### src/rtl/naes_bus_pkg.sv
// Shared bus definitions for the NAES CPU-side DMA blocks: DMA state encoding,
// fixed register addresses and read/write strobe polarity.
package naes_bus_pkg;

  typedef enum logic [2:0] {
    ST_IDLE,
    ST_HALT,
    ST_ALIGN,
    ST_READ,
    ST_WRITE
  } dma_state_t;

  localparam logic [15:0] DMA_REG_ADDR_DEFAULT  = 16'h4014;
  localparam logic [15:0] OAM_DATA_ADDR_DEFAULT = 16'h2004;

  localparam logic BUS_READ  = 1'b1;
  localparam logic BUS_WRITE = 1'b0;

endpackage

### src/rtl/oam_dma.sv
// Sprite-memory DMA: a CPU write to DMA_REG_ADDR halts the CPU and copies one
// 256-byte page to OAM_DATA_ADDR. Define OAM_DMA_ALIGN_EN for the odd-cycle ALIGN slot.
module oam_dma
  import naes_bus_pkg::*;
#(
  parameter logic [15:0] DMA_REG_ADDR  = DMA_REG_ADDR_DEFAULT,
  parameter logic [15:0] OAM_DATA_ADDR = OAM_DATA_ADDR_DEFAULT
) (
  input  logic        Clk,
  input  logic        Reset,
  input  logic        CPU_CE,
  input  logic [15:0] CPU_ADDR,
  input  logic        CPU_WR,
  input  logic [7:0]  CPU_DO,
  input  logic [7:0]  DMA_DI,
  output logic        CPU_RDY,
  output logic        BUS_SEL,
  output logic [15:0] DMA_ADDR,
  output logic        DMA_WR,
  output logic [7:0]  DMA_DO
);

  dma_state_t  state, state_next;
  logic [7:0]  page, page_next;
  logic [7:0]  index, index_next;
  logic        rdy_next, sel_next, wr_next;
  logic [15:0] addr_next;
  logic [7:0]  do_next;
  logic        trigger;

`ifdef OAM_DMA_ALIGN_EN
  logic parity;
`endif

  assign trigger = (CPU_WR == BUS_WRITE) && (CPU_ADDR == DMA_REG_ADDR);

  // State register; every output is a flop so the bus sees clean levels.
  always_ff @(posedge Clk) begin
    if (Reset) begin
      state    <= ST_IDLE;
      page     <= 8'h00;
      index    <= 8'h00;
      CPU_RDY  <= 1'b1;
      BUS_SEL  <= 1'b0;
      DMA_ADDR <= 16'h0000;
      DMA_WR   <= BUS_READ;
      DMA_DO   <= 8'h00;
    end else if (CPU_CE) begin
      state    <= state_next;
      page     <= page_next;
      index    <= index_next;
      CPU_RDY  <= rdy_next;
      BUS_SEL  <= sel_next;
      DMA_ADDR <= addr_next;
      DMA_WR   <= wr_next;
      DMA_DO   <= do_next;
    end
  end

`ifdef OAM_DMA_ALIGN_EN
  always_ff @(posedge Clk) begin
    if (Reset) begin
      parity <= 1'b0;
    end else if (CPU_CE) begin
      parity <= ~parity;
    end
  end
`endif

  always_comb begin
    state_next = state;
    page_next  = page;
    index_next = index;
    case (state)
      ST_IDLE: begin
        if (trigger) begin
          page_next  = CPU_DO;
          index_next = 8'h00;
          state_next = ST_HALT;
        end
      end
      ST_HALT: begin
`ifdef OAM_DMA_ALIGN_EN
        state_next = parity ? ST_ALIGN : ST_READ;
`else
        state_next = ST_READ;
`endif
      end
      ST_ALIGN: state_next = ST_READ;
      ST_READ:  state_next = ST_WRITE;
      ST_WRITE: begin
        if (index == 8'hFF) begin
          state_next = ST_IDLE;
        end else begin
          index_next = index + 8'd1;
          state_next = ST_READ;
        end
      end
      default: state_next = ST_IDLE;
    endcase
  end

  // Outputs are decoded from the state being entered, then registered above.
  always_comb begin
    rdy_next  = CPU_RDY;
    sel_next  = BUS_SEL;
    addr_next = DMA_ADDR;
    wr_next   = DMA_WR;
    do_next   = (state == ST_READ) ? DMA_DI : DMA_DO;
    case (state_next)
      ST_IDLE: begin
        rdy_next = 1'b1;
        sel_next = 1'b0;
        wr_next  = BUS_READ;
      end
      ST_HALT: begin
        rdy_next = 1'b0;
        sel_next = 1'b0;
      end
      ST_ALIGN: begin
        sel_next = 1'b1;
        wr_next  = BUS_READ;
      end
      ST_READ: begin
        sel_next  = 1'b1;
        wr_next   = BUS_READ;
        addr_next = {page_next, index_next};
      end
      ST_WRITE: begin
        sel_next  = 1'b1;
        wr_next   = BUS_WRITE;
        addr_next = OAM_DATA_ADDR;
      end
      default: begin
        rdy_next = 1'b1;
        sel_next = 1'b0;
      end
    endcase
  end

endmodule
### config.mk
export PLATFORM = sky130hd
export DESIGN_NAME = oam_dma
export DESIGN_NICKNAME = d
export VERILOG_FILES = /design/src/rtl/naes_bus_pkg.sv /design/src/rtl/oam_dma.sv
export SDC_FILE = /design/constraint.sdc
export NUM_CORES = 1
export LEC_CHECK = 0
export ABC_CLOCK_PERIOD_IN_PS = 3800
export BUFFER_PORTS_ARGS = -buffer_cell sky130_fd_sc_hd__buf_2
export CAP_MARGIN = 15
export CORE_ASPECT_RATIO = 1.75
export CORE_MARGIN = 2
export CORE_UTILIZATION = 41
export DETAILED_ROUTE_END_ITERATION = 10
export GPL_TIMING_DRIVEN = 0
export PLACE_DENSITY = 0.66
export SKIP_CTS_REPAIR_TIMING = 1
export SYNTH_ARGS = -nofsm -noshare
export SYNTH_HDL_FRONTEND = slang
export SYNTH_SLANG_ARGS = --single-unit
### constraint.sdc
create_clock -name Clk -period 3.8 [get_ports Clk]
set_clock_uncertainty 0.15 [all_clocks]
set_input_delay 0.38 -clock Clk [delete_from_list [all_inputs] [get_ports Clk]]
set_output_delay 0.38 -clock Clk [all_outputs]
set_load 0.03 [all_outputs]
==> results of run 1 <==
flip-flops by register name, summed over array words and instances, names as in the netlist:
| signal | cells |
|---|---|
| page | 8 |
| DMA_ADDR | 16 |
| BUS_SEL | 1 |
| DMA_WR | 1 |
| state | 3 |
| index | 8 |
| DMA_DO | 8 |
| CPU_RDY | 1 |
cell families after synthesis:
logic type / after synthesis / share of synthesized area (%)
AOI/OAI and AO/OA: 69 / 21.22
adders and majority gates: 1 / 0.5750
buffers and inverters: 21 / 5.002
DFF: 46 / 42.32
muxes: 19 / 8.741
and+or+nand+nor: 93 / 22.14
cells in the final DEF, fill, tap and decap left out, types with 6 or more instances in the layout:
| cell type | Yosys | routed |
|---|---|---|
| buf_2 | 3 | 63 |
| dfxtp_1 | 46 | 46 |
| nor2_1 | 34 | 34 |
| a21oi_1 | 22 | 22 |
| nand2_1 | 22 | 22 |
| mux2i_1 | 19 | 19 |
| o2bb2ai_1 | 11 | 11 |
| clkbuf_1 | 9 | 10 |
| o21ai_0 | 10 | 10 |
| nor3_1 | 7 | 7 |
| clkbuf_8 | 0 | 6 |
cell type report:
class / instances / area (µm²) / share of cell area [%]
buffer: 17 / 93.84 / 3.560
clock inverter: 1 / 5.005 / 0.1898
tap: 55 / 68.82 / 2.610
inverter: 4 / 15.01 / 0.5695
timing repair buffer: 60 / 300.3 / 11.39
sequential: 46 / 920.9 / 34.93
clock buffer: 7 / 86.33 / 3.275
multi-input combinational: 182 / 1146 / 43.47
tightest hold or removal path, stage by stage:
cell     delay, ns
buf_2         0.09
nand2_1       0.04
a21oi_1       0.05
where the power goes:
| part | internal (µW) | switching, µW |
|---|---|---|
| clock | 147 | 164 |
| sequential | 482 | 0.285 |
| combinational | 19.5 | 25.2 |
| total | 649 | 189 |
through the flow:
stage	cells	hold WS (ns)	total power, µW
2_1_floorplan	249	0.3096	513.0
6_report	372	0.1534	837.8
3_3_place_gp	364	0.2895	538.4
3_5_place_dp	364	0.2930	539.0
4_1_cts	372	0.1516	847.5
5_1_grt	372	0.1564	871.6
path summary, 6_finish.rpt:
| path | start | endpoint | depth (start not counted) |
|---|---|---|---|
| worst max register to register | index[0] | DMA_ADDR[4] | 6 |
| worst min-delay path | DMA_DI[2] | DMA_DO[2] | 3 |
| worst min register to register | DMA_DO[7] | DMA_DO[7] | 2 |
| worst max-delay path | index[0] | DMA_ADDR[4] | 6 |
metal layers:
layer	up-vias	part of all wire, %	wire length (µm)
li1	1032	-	-
met2	53	53	2829
met3	13	4.0	215
met5	-	0	0
met4	0	2.5	133
met1	936	41	2186
==> flow_summary.ini, run 1 <==
[global_routing]
track_usage_pct = 19.56
overflow = 0
grt_max_degree = 14
grtUsageMet2_pct = 34.27
grt_pass1_wl_um = 8907
met1_usage_pct = 22.76
grt-busiest-layer = met2
antenna_found_initial = 0
met3_usage_pct = 2.706
grt_pass1_vias = 1883

[place]
gp_congestion = 0.8823
pre_cts_slack_ns = 1.550
io_buffers = 60
place_area_um2 = 2545
hpwl_um = 4096

[yosys]
yosys-top-cells-area = dfxtp_1, mux2i_1, nor2_1
synth_edf_count = 0
yosysWarnings = 0
synthDistinctLibCells = 49
synth_area_per_cell_um2 = 8.738
synth_top_area_share_pct = 42.32
async_reset_ff_share_pct = 0
post-synth-top-area-cell = dfxtp_1
netlist_area_um2 = 2176
synth_most_common_cell = dfxtp_1
seq_area_frac_synth_pct = 42.32
dominantRegCellSynth = dfxtp_1
synth_common_cells = dfxtp_1, nor2_1, a21oi_1, nand2_1, mux2i_1
syn-num-nets = 286
ys_ff_latch = 46
synth_cells = 249

[timing]
finalHoldViolCount = 0
fmax_mhz = 441.6
worst_slack_ns = 1.535
setup_viol = 0
tns_ns = 0
worst_slew_margin_rel_pct = 61.00
slew_viol_final = 0
period_minus_slack_ns = 2.265
final.period_utilization_pct = 59.60
worst_slew_pin_slew_ns = 0.5789
rsz0062_at_grt = no

[critical_path]
cp_max_fo = 10
cp_slowest_stage_delay_ns = 0.52
r2r_slack_ns = 1.54
path_cells = ha_1, nand3_1, o21ai_0, a211o_1, buf_2, o2bb2ai_1
critPathSlowestCell = o21ai_0
cp.arrival_ns = 2.30
critical-path-top-delay-family = compound AO/OA/AOI/OAI gates
worstSetupStartpointType = flop
endpoint_kind = flop
cp_data_required_time_ns = 3.84
crit_type = flop to flop
path_buf_inv = 1

[final_layout]
area_growth_syn_to_layout_pct = 21.16
diodes = 0
fin_area_um2 = 2636
drive_gt1_share_pct = 26.81
fill_cells = 522
utilization_pct = 50.59
nNetsFinal = 353

[cts]
tritoncts = built
htreeDepth = 2
clk_pin_slew_worst_paths_ns = 0.09
clk_path_buf_depth = 2
insertion_delay_ns = 0.30
cts_buffers = 5
cts.sinks = 46
clock-root-buffer = clkbuf_8

[detailed_routing]
routed_wl_um = 5365
vias_per_cell = 5.468
drt-initial-drc-count = 42
antenna_left = 0
dr.pass1.iters = 4
dr_total_vias = 2034
drc = 0
wl_per_cell_um = 14.42

[floorplanning]
start_util_pct = 41.75
dieHeight_um = 100.4
placementRows = 35
die_area_um2 = 5929
die_w_um = 59.07
io_pins = 63
core_um2 = 5211

[power]
peakVddDrop_uv = 235.3
p_per_area_nw_per_um2 = 317.8
cellLeakagePower_uw = 0.001015

[min_path]
hp-class = input port to flop

[run]
max_cap_viol_count = 0

[status]
status = finished, final reports clean
Note: power is estimated with default switching activity, not from simulation.
==> run 2: changes to the inputs <==
- ABC_AREA: unset -> 1
- ABC_CLOCK_PERIOD_IN_PS: 3800 -> 2200
- PLACE_DENSITY: 0.66 -> unset
- clock period: 3.8 -> 2.2 ns (I/O delays scaled with it)
==> run 2 against run 1 <==
Net effect: the flow now finishes with violations (hold timing); maximum frequency rose by 13%; sequential power rose by 85%; register-to-register slack got worse by 1.3 ns; combinational power rose to 7.0 times the previous value; first-iteration DRC count rose by 69%; cell count rose by 41%; synthesized cell count rose by 51%; non-clock buffer count rose by 1; die area rose by 12%; clock power rose by 78%; sequential share of layout area fell by 4.0 points.
==> flow_summary.ini, run 2 <==
[critical_path]
endpoint_kind = flop
r2r_slack_ns = 0.19
reg2reg_to = DMA_ADDR[1]
cp.arrival_ns = 2.09
crit_end = DMA_ADDR[1]
worst_r2r_path_depth = 10
startpoint = index[0]
r2r_start = index[0]
cp_data_required_time_ns = 2.28
cp_max_fo = 10
worstSetupStartpointType = flop
crit_type = flop to flop

[yosys]
seq_area_frac_synth_pct = 37.67
ys_ff_latch = 46
yosys-top-cells-area = dfxtp_1, nand2_1, inv_1
netlist_area_um2 = 2445
synth_area_per_cell_um2 = 6.520
synth_most_common_cell = nand2_1
dominantRegCellSynth = dfxtp_1
yosysWarnings = 0
synth_common_cells = nand2_1, inv_1, dfxtp_1, nor2_1, a21oi_1
syn-num-nets = 412
synth_edf_count = 0
synthDistinctLibCells = 30
post-synth-top-area-cell = dfxtp_1
synth_cells = 375
synth_top_area_share_pct = 37.67
async_reset_ff_share_pct = 0

[detailed_routing]
dr.pass1.iters = 5
routed_wl_um = 6455
antenna_left = 0
dr_total_vias = 2490
drc = 0
vias_per_cell = 4.734
drt-initial-drc-count = 71
wl_per_cell_um = 12.27

[place]
place_area_um2 = 2848
io_buffers = 61
hpwl_um = 4999
gp_congestion = 0.8515

[final_layout]
largest_reg_flops = 16
multi_input_area_um2 = 1220
drive_gt1_share_pct = 20.54
diodes = 0
final_common_cell = nand2_1
utilization_pct = 51.16
fin_area_um2 = 2984
seq_area_um2 = 922.1
area_growth_syn_to_layout_pct = 22.06
regMostFlops = DMA_ADDR
nNetsFinal = 484
final_cell_mix = nand2_1, buf_2, inv_1
fill_cells = 640

[timing]
fmax_mhz = 497.7
tns_ns = 0
finalHoldViolCount = 2
rsz0062_at_grt = no
final.period_utilization_pct = 91.33
period_minus_slack_ns = 2.009
worst_slew_pin_slew_ns = 0.5636
worst_slew_margin_rel_pct = 62.26
slew_viol_final = 0
worst_hold_slack_ns = -0.007940
setup_viol = 0

[global_routing]
grt_max_degree = 15
grt_pass1_wl_um = 10730
track_usage_pct = 20.28
antenna_found_initial = 0
overflow = 0
grt_pass1_vias = 2344

[min_path]
hp-class = input port to flop
worstHoldStart = DMA_DI[5]

[floorplanning]
die_w_um = 62.38
die_area_um2 = 6621
dieHeight_um = 106.2
placementRows = 37
start_util_pct = 41.91
core_um2 = 5833
io_pins = 63

[cts]
tritoncts = built
insertion_delay_ns = 0.30
cts_buffers = 5
htreeDepth = 2
clk_path_buf_depth = 2
cts.sinks = 46
clock-root-buffer = clkbuf_8
clk_pin_slew_worst_paths_ns = 0.09

[power]
p_total_uw = 1760
p_per_area_nw_per_um2 = 589.8
peakVddDrop_uv = 473.7
cellLeakagePower_uw = 0.001528

[status]
failed_checks = hold timing
status = finished, violations left

[run]
max_cap_viol_count = 0
## run 2: cell count changes in the layout (fill, tap and decap cells not counted), sizes merged, moves of 4 or more
cell         change
nor3             -8
dlygate4sd3      +4
inv             +56
o2bb2ai         -11
nor2            +12
nand2           +74
mux2i           -19
nand3           +25
a21oi           +13
o21ai           +13
o21a             -5
nand4            +9
## run 2: per-layer routing
layer / part of all wire [%] / wire length [µm] / GRT usage (%)
met5: 0 / 0 / 0
met4: 1.1 / 74 / 6.032
met3: 4.2 / 268 / 2.751
met2: 52 / 3354 / 40.06
met1: 43 / 2756 / 21.94
## run 2: power by group
| part | internal [µW] | switching (µW) |
|---|---|---|
| registers | 869 | 24.8 |
| logic | 111 | 202 |
| clock network | 260 | 293 |
| total | 1240 | 520 |
## run 2: final cells by class
cell class / count / area share (%)
plain buffers: 13 / 2.222
clock buffers: 7 / 2.893
clock inverters: 1 / 0.2935
inverters: 62 / 7.966
multi-input cells: 254 / 40.88
flip-flops and latches: 46 / 30.90
well taps: 78 / 3.270
repair buffers: 65 / 11.57
## run 2: logic make-up (layout without fill, tap and decap cells)
kind of cell               after synthesis  count (layout)  synth area share [%]
xor gates and xnor gates                 1               1                0.3583
buffers and inverters                   75             148                 12.44
DFF                                     46              46                 37.67
AOI/OAI and AO/OA                       64              64                 14.13
adders and majority gates                1               1                0.5117
and+or+nand+nor                        188             188                 34.90
## run 2: how the worst min path moves through the flow
stage	cells after the start	slack, ns	end
after global placement	3	0.29	DMA_DO[5]
final	3	-0.008	DMA_DO[5]
after detailed placement	3	0.30	DMA_DO[0]
after CTS	3	-0.02	DMA_DO[5]
after floorplan	2	0.20	DMA_DO[0]
after global routing	3	0.02	DMA_DO[3]
## run 2: metrics by stage
stage | cells | hold slack [ns] | setup slack, ns
6_report | 526 | -0.007940 | 0.1908
5_1_grt | 526 | 0.02052 | 0.04788
4_1_cts | 522 | -0.01697 | 0.1116
3_5_place_dp | 514 | 0.3005 | 0.1334
3_3_place_gp | 514 | 0.2917 | 0.1614
2_1_floorplan | 375 | 0.2049 | 0.4557
## run 2: critical path, cell delays in order, from the launching register on
cell,delay (ns)
dfxtp_2,0.40
ha_1,0.21
clkinv_1,0.11
nor2_4,0.20
nand2_4,0.11
nand2_4,0.12
nand3_2,0.08
nand2_2,0.18
buf_6,0.17
nand2_1,0.06
a21oi_1,0.14
==> run 3: changes to the inputs <==
- GPL_TIMING_DRIVEN: 0 -> unset
==> run 3 against run 2 <==
Net effect: the run still ends with hold timing left; first-iteration DRC count stayed put; sequential power hardly changed; die area unchanged; routed wire length decreased by 0.65%; worst hold slack better by 0.0033 ns.
==> flow_summary.ini, run 3 (synthesized netlist as in run 2, its figures left out) <==
[status]
status = finished, violations left
failed_checks = hold timing

[global_routing]
grt-busiest-layer = met2
grt_max_degree = 24
track_usage_pct = 19.97
overflow = 0
grtUsageMet2_pct = 38.43
grt_pass1_vias = 2470
met1_usage_pct = 20.83
met3_usage_pct = 3.175
grt_pass1_wl_um = 10670
antenna_found_initial = 0

[power]
peakVddDrop_uv = 467.2
p_total_uw = 1754
cellLeakagePower_uw = 0.001517
p_per_area_nw_per_um2 = 597.2

[final_layout]
final_common_cell = nand2_1
utilization_pct = 50.34
final_cell_mix = nand2_1, buf_2, inv_1
fin_area_um2 = 2937
nNetsFinal = 475
largest_reg_flops = 16
drive_gt1_share_pct = 21.41
regMostFlops = DMA_ADDR
area_growth_syn_to_layout_pct = 20.11
stdcell_count = 517
diodes = 0

[timing]
tns_ns = 0
period_minus_slack_ns = 2.015
rsz0062_at_grt = no
worst_hold_slack_ns = -0.004597
slew_viol_final = 0
final.period_utilization_pct = 91.57
finalHoldViolCount = 3
worst_slew_margin_rel_pct = 70.02
worst_slew_pin_slew_ns = 0.4487
fmax_mhz = 496.4
setup_viol = 0

[floorplanning]
start_util_pct = 41.91
die_w_um = 62.38
placementRows = 37
io_pins = 63
core_um2 = 5833
die_area_um2 = 6621
dieHeight_um = 106.2

[place]
numPlacedInstances = 508
place_area_um2 = 2831
hpwl_um = 4847
gp_congestion = 0.8852
io_buffers = 62

[critical_path]
startpoint = index[0]
cp.depth = 10
r2r_start = index[0]
endpoint_kind = flop
cp_data_required_time_ns = 2.25
crit_type = flop to flop
path_cells = ha_1, clkinv_1, nor2_4, nand2_4, nand2_4, nand3_2, nand2_2, a21oi_1, nand2_1, inv_1
cp_slowest_stage_delay_ns = 0.44
cp_common_cell = nand2_4
cp.arrival_ns = 2.07
path_buf_inv = 2
worstSetupStartpointType = flop
critical-path-top-delay-family = simple AND/OR/NAND/NOR gates
worst_r2r_path_depth = 10
cp_max_fo = 16
critPathSlowestCell = dfxtp_1

[detailed_routing]
dr_total_vias = 2541
vias_per_cell = 4.915
drc = 0
wl_per_cell_um = 12.40
dr.pass1.iters = 4
antenna_left = 0
drt-initial-drc-count = 71
routed_wl_um = 6413

[cts]
insertion_delay_ns = 0.30
clk_pin_slew_worst_paths_ns = 0.09
htreeDepth = 2
clock-root-buffer = clkbuf_8
cts.sinks = 46
tritoncts = built
cts_buffers = 5
clk_path_buf_depth = 2

[min_path]
min_path_cells = 3
hp-class = input port to flop
worstHoldStart = DMA_DI[4]

[run]
max_cap_viol_count = 0
-- run 3: changes by cell type in the layout (fill, tap and decap cells not counted) --
cell           change
clkbuf_1           -9
buf_4              +6
dlygate4sd3_1      -3
buf_6              -2
buf_2              -1
dfxtp_1            +1
dfxtp_2            -1
-- run 3: routing by layer --
layer	share of wire [%]	vias up
met2	53	93
li1	-	1311
met3	5.8	13
met1	39	1124
met4	2.5	0
met5	0	-
-- run 3: area by class of cell --
cell class	count	area, µm²
Clock buffer	7	86.33
Clock inverter	1	8.758
Fill cell	660	2897
Inverter	62	237.7
Multi-Input combinational cell	254	1220
Sequential cell	46	920.9
Tap cell	78	97.59
Timing Repair Buffer	69	365.4
-- run 3: worst paths after layout --
kind	endpoint	slack [ns]
setup / recovery	DMA_ADDR[13]	0.19
hold / removal	DMA_DO[4]	-0.005
setup reg to reg	DMA_ADDR[13]	0.19
hold reg to reg	DMA_ADDR[14]	0.32
-- run 3: report_power, final --
part           total [µW]  switching [µW]  internal [µW]
registers             893            24.6            869
clock network         556             296            260
logic                 305             199            106
-- run 3: through the flow --
stage               setup WS (ns)  hold slack (ns)
floorplan                  0.4557           0.2049
global placement           0.2715           0.2918
detailed placement         0.2316           0.3022
CTS                        0.2124         -0.01442
global route              0.01448         0.001953
finish                     0.1854        -0.004597
-- run 3: worst min-delay path, delay by kind of cell --
family	cells	cell delay [ns]
buf+inv	1	0.08
simple gates	2	0.11
